`config.mk`:
```
export PLATFORM = sky130hd
export DESIGN_NAME = uart_tx_serializer
export DESIGN_NICKNAME = d
export VERILOG_FILES = /design/src/rtl/rv523_uart_pkg.sv /design/src/rtl/uart_baud_tick.sv /design/src/rtl/uart_tx_serializer.sv
export SDC_FILE = /design/constraint.sdc
export NUM_CORES = 1
export LEC_CHECK = 0
export ABC_AREA = 1
export ABC_CLOCK_PERIOD_IN_PS = 1250
export CORE_MARGIN = 8
export CORE_UTILIZATION = 49
export CTS_CLUSTER_DIAMETER = 60
export DETAILED_ROUTE_END_ITERATION = 7
export GPL_ROUTABILITY_DRIVEN = 0
export PLACE_DENSITY_LB_ADDON = 0.25
export SLEW_MARGIN = 15
export SYNTH_ARGS = -nofsm -noshare
export SYNTH_HDL_FRONTEND = slang
export SYNTH_SLANG_ARGS = --single-unit
```
`constraint.sdc`:
```
create_clock -name CLK -period 1.25 [get_ports CLK]
set_input_delay 0.3125 -clock CLK [delete_from_list [all_inputs] [get_ports CLK]]
set_output_delay 0.3125 -clock CLK [all_outputs]
set_load 0.01 [all_outputs]
```
`src/rtl/rv523_uart_pkg.sv`:
```
// Shared UART encodings for the RV523 serial link.
// The state enum is shared with the receive side.
package rv523_uart_pkg;

  typedef enum logic [2:0] {
    IDLE   = 3'd0,
    START  = 3'd1,
    DATA   = 3'd2,
    PARITY = 3'd3,
    STOP   = 3'd4
  } uart_state_e;

  localparam logic UART_IDLE_LEVEL = 1'b1;

endpackage

```
`src/rtl/uart_baud_tick.sv`:
```
// Bit-period down-counter.
// Raises tick for one cycle every CLKS_PER_BIT cycles; reload restarts a full bit period.
module uart_baud_tick #(
  parameter int CLKS_PER_BIT = 16
) (
  input  logic clk,
  input  logic rst_n,
  input  logic reload,
  output logic tick
);

  localparam int CNT_W = (CLKS_PER_BIT > 1) ? $clog2(CLKS_PER_BIT) : 1;
  localparam logic [CNT_W-1:0] CNT_MAX = CNT_W'(CLKS_PER_BIT - 1);

  logic [CNT_W-1:0] cnt_reg;

  // Wraps on its own at zero, so every bit boundary is also a reload point.
  always_ff @(posedge clk or negedge rst_n) begin
    if (!rst_n) begin
      cnt_reg <= '0;
    end else if (reload || (cnt_reg == '0)) begin
      cnt_reg <= CNT_MAX;
    end else begin
      cnt_reg <= cnt_reg - 1'b1;
    end
  end

  assign tick = (cnt_reg == '0);

endmodule

```
`src/rtl/uart_tx_serializer.sv`:
```
// 8N1 UART transmitter: START, DATA_BITS data bits LSB first, optional even parity, STOP.
// Define UART_TX_PARITY_EN to insert the parity bit after the data bits.
module uart_tx_serializer
  import rv523_uart_pkg::*;
#(
  parameter int DATA_BITS    = 8,
  parameter int CLKS_PER_BIT = 16,
  parameter int STOP_BITS    = 1
) (
  input  logic                 CLK,
  input  logic                 nRST,
  input  logic [DATA_BITS-1:0] TX_DATA,
  input  logic                 TX_VALID,
  output logic                 TX_READY,
  output logic                 TXD,
  output logic                 BUSY
);

  localparam int IDX_W = $clog2(DATA_BITS + 1);
  localparam logic [IDX_W-1:0] LAST_BIT  = IDX_W'(DATA_BITS - 1);
  localparam logic [IDX_W-1:0] LAST_STOP = IDX_W'(STOP_BITS - 1);

  uart_state_e          state_reg;
  logic [DATA_BITS-1:0] shreg_reg;
  logic [DATA_BITS-1:0] shift_next;
  logic [IDX_W-1:0]     bit_idx_reg;
  logic                 tx_ready_reg;
  logic                 busy_reg;
  logic                 txd_reg;
  logic                 accept;
  logic                 tick;
`ifdef UART_TX_PARITY_EN
  logic                 parity_reg;
`endif

  assign accept = TX_VALID && tx_ready_reg;

  uart_baud_tick #(
    .CLKS_PER_BIT(CLKS_PER_BIT)
  ) u_baud (
    .clk   (CLK),
    .rst_n (nRST),
    .reload(accept),
    .tick  (tick)
  );

  genvar gi;
  generate
    for (gi = 0; gi < DATA_BITS - 1; gi++) begin : g_shift
      assign shift_next[gi] = shreg_reg[gi+1];
    end
  endgenerate
  assign shift_next[DATA_BITS-1] = 1'b0;

  // bit_idx_reg counts data bits in DATA and stop bits in STOP.
  always_ff @(posedge CLK or negedge nRST) begin
    if (!nRST) begin
      state_reg    <= IDLE;
      shreg_reg    <= '0;
      bit_idx_reg  <= '0;
      tx_ready_reg <= 1'b1;
      busy_reg     <= 1'b0;
`ifdef UART_TX_PARITY_EN
      parity_reg   <= 1'b0;
`endif
    end else begin
      case (state_reg)
        IDLE: begin
          if (accept) begin
            shreg_reg    <= TX_DATA;
            bit_idx_reg  <= '0;
            state_reg    <= START;
            tx_ready_reg <= 1'b0;
            busy_reg     <= 1'b1;
`ifdef UART_TX_PARITY_EN
            parity_reg   <= 1'b0;
`endif
          end
        end
        START: begin
          if (tick) begin
            state_reg   <= DATA;
            bit_idx_reg <= '0;
          end
        end
        DATA: begin
          if (tick) begin
            shreg_reg <= shift_next;
`ifdef UART_TX_PARITY_EN
            parity_reg <= parity_reg ^ shreg_reg[0];
`endif
            if (bit_idx_reg == LAST_BIT) begin
              bit_idx_reg <= '0;
`ifdef UART_TX_PARITY_EN
              state_reg   <= PARITY;
`else
              state_reg   <= STOP;
`endif
            end else begin
              bit_idx_reg <= bit_idx_reg + 1'b1;
            end
          end
        end
`ifdef UART_TX_PARITY_EN
        PARITY: begin
          if (tick) begin
            state_reg   <= STOP;
            bit_idx_reg <= '0;
          end
        end
`endif
        STOP: begin
          if (tick) begin
            if (bit_idx_reg == LAST_STOP) begin
              bit_idx_reg  <= '0;
              state_reg    <= IDLE;
              tx_ready_reg <= 1'b1;
              busy_reg     <= 1'b0;
            end else begin
              bit_idx_reg <= bit_idx_reg + 1'b1;
            end
          end
        end
        default: begin
          state_reg    <= IDLE;
          tx_ready_reg <= 1'b1;
          busy_reg     <= 1'b0;
        end
      endcase
    end
  end

  // Line follows the state one cycle later, so the start bit appears the edge after accept.
  always_ff @(posedge CLK or negedge nRST) begin
    if (!nRST) begin
      txd_reg <= UART_IDLE_LEVEL;
    end else begin
      case (state_reg)
        START:   txd_reg <= ~UART_IDLE_LEVEL;
        DATA:    txd_reg <= shreg_reg[0];
`ifdef UART_TX_PARITY_EN
        PARITY:  txd_reg <= parity_reg;
`endif
        default: txd_reg <= UART_IDLE_LEVEL;
      endcase
    end
  end

  assign TXD      = txd_reg;
  assign TX_READY = tx_ready_reg;
  assign BUSY     = busy_reg;

endmodule

```
==> impl_metrics.json <==
{
  "status": "finished, violations left",
  "violations": "setup timing",
  "start_util_pct": 50.4,
  "cts_tree": "built",
  "path_buf_inv": 1,
  "grt_pass1_vias": 1199,
  "n_antenna_cell": 0,
  "die_area_um2": 4360,
  "ys_ff_latch": 22,
  "crit_chain": "buf_6 -> nor2_4 -> nand2_1 -> nor2_1 -> nor2_4 -> nand3b_1 -> o21ai_1",
  "largest_reg_flops": 8,
  "synth_edf_count": 0,
  "setup-violations-final": 19,
  "root_buffer": "clkbuf_4",
  "nFillCells": 157,
  "critPathTopFamily": "simple AND/OR/NAND/NOR gates",
  "peakVddDrop_mv": 1.33,
  "port_buffers": 13,
  "first_pass_iters": 4,
  "wl_per_cell_um": 14.5,
  "rsz0062_at_grt": "true",
  "fmax_mhz": 703,
  "dp_slack_ns": -0.300,
  "min_path_type": "primary input to async pin",
  "fin_cells": 238,
  "num_rows": 18,
  "final_hold_viol_count": 0,
  "grt_usage_pct": 14.1,
  "critPathCaptureType": "flop",
  "power_w": 0.00134,
  "final_nets": 223,
  "p_leak_nw": 0.943,
  "placed_cells": 218,
  "drc_errors": 0,
  "grt_pass1_wl_um": 4860,
  "overflow": 0,
  "tightest_slew_ns": 0.273,
  "cp.arrival_ns": 1.66,
  "path_clk_slew_ns": 0.14,
  "clock_path_buffers": 2,
  "clock_latency_ns": 0.34,
  "die_y_um": 66,
  "required_ns": 1.49,
  "yosys_warnings": 0,
  "synth_top_flop_cell": "dfrtp_1",
  "path_max_fanout": 3,
  "clock_skew_ns": 0.0111,
  "period_share_pct": 114,
  "cp_common_cell": "nor2_4",
  "slowest_delay_ns": 0.43,
  "area_growth_pct": 57.5,
  "async_flop_share_pct": 100,
  "cp_slowest_cell": "dfrtp_1",
  "drt_iter0_markers": 52,
  "synthCells": 158,
  "max_cap_viol_count": 0,
  "start_kind": "flop",
  "fp.dieW_um": 66,
  "dpl.hpwl_um": 2010,
  "numCtsBuffers": 3,
  "io-pin-count": 14,
  "grt_max_degree": 23,
  "viasPerCell": 5.26,
  "fin_ws_ns": -0.172,
  "via_count": 1251,
  "ant_nets": 0,
  "power-per-cell-area_nw_per_um2": 693,
  "worst-setup-path-type": "flop to flop",
  "cts.sink_count": 22,
  "syn-num-nets": 172,
  "coreArea_um2": 2430,
  "avgSynthCellArea_um2": 7.75,
  "wl_um": 3460,
  "synth-seq-area-share_pct": 45.1,
  "antenna_found_initial": 0,
  "finalCriticalPeriod_ns": 1.42,
  "holdWs_ns": 0.306,
  "slew_viol_final": 0,
  "slew_headroom_pct": 81.8,
  "ys_types": 24,
  "netlist_area_um2": 1220,
  "cts_max_level": 1,
  "drive_gt1_share_pct": 49.0
}
[cell usage after synthesis, types with 2 or more instances]
cell type,instances,area [um2]
a21oi_1,3,15.0
dfrtp_1,20,500
dfstp_2,2,52.6
ha_1,3,37.5
inv_1,11,41.3
inv_2,3,11.3
nand2_1,52,195
nand2_2,3,18.8
nand3_1,15,75.1
nor2_1,9,33.8
nor2_2,3,18.8
o21ai_0,9,45.0
o21ai_1,7,35.0
or2_2,8,50.1
[layer usage]
metal	global-route usage [%]	part of all wire, %	vias up
li1	-	-	606
met1	14.3	36	583
met2	26.4	54	44
met3	3.05	5.1	18
met4	7.20	5.3	0
met5	0	0	-
[layout by cell type (no fill, tap or decap), drive strengths merged]
cell type,n
o21ai,17
nand3,15
bufinv,1
buf,39
a21boi,1
a21oi,3
clkbuf,3
nor2,13
nand2,56
o21bai,1
nand4,1
ha,3
inv,14
clkdlybuf4s50,10
dfstp,2
or2,8
nand3b,1
dfrtp,20
[kinds of logic (layout without fill, tap and decap cells)]
kind of cell	Yosys count	in the layout	share of synthesized area [%]
DFF	22	22	45.1
buffers and inverters	17	67	6.23
adders and majority gates	3	3	3.06
AOI/OAI and AO/OA	22	22	10.6
and+or+nand+nor	94	94	34.9
[worst register-to-register path, delay by kind of cell (launching register included)]
family	cells	cell delay, ns
buffers and inverters	1	0.15
AND/OR/NAND/NOR	5	0.66
flip-flops	1	0.43
AO/OA/AOI/OAI	1	0.08
[what timing repair did]
item / in CTS / in global routing
gates resized for setup: 38 / 41
gates cloned: 0 / 0
setup buffers: 8 / 8
pin swaps: 7 / 21
hold buffers: 0 / 0
endpoints found under the setup margin: 20 / 22
[final cells by class]
type	count	area, um2	area share, %
multi-input combinational	119	785	40.7
tap	30	37.5	1.95
inverter	14	60.1	3.11
sequential	22	554	28.7
timing repair buffer	49	440	22.8
clock inverter	1	30.0	1.56
clock buffer	3	22.5	1.17
[power by group]
group,switching (W),internal [W]
logic,0.0000183,0.0000332
clock network,0.000248,0.000325
registers,0,0.000712
[path summary, 6_finish.rpt]
| check | from | to | slack, ns | cells past startpoint |
|---|---|---|---|---|
| max reg2reg | state_reg[0] | state_reg[0] | -0.17 | 7 |
| min | nRST | bit_idx_reg[3] | 0.31 | 2 |
| max | state_reg[0] | state_reg[0] | -0.17 | 7 |
| max in group asynchronous | nRST | TXD | 0.72 | 2 |
| min in group CLK | shreg_reg[3] | shreg_reg[3] | 0.50 | 2 |
| min reg2reg | shreg_reg[3] | shreg_reg[3] | 0.50 | 2 |
[through the flow]
step	instance area [um2]	TNS (ns)	util, %
after global placement	1540	-3.79	63.3
after global routing	1930	-3.23	79.3
after floorplan	1230	-1.28	-
after detailed placement	1540	-4.52	63.3
final	1930	-2.38	79.3
after CTS	1740	-1.46	71.6
(Power assumes the default switching activity.)
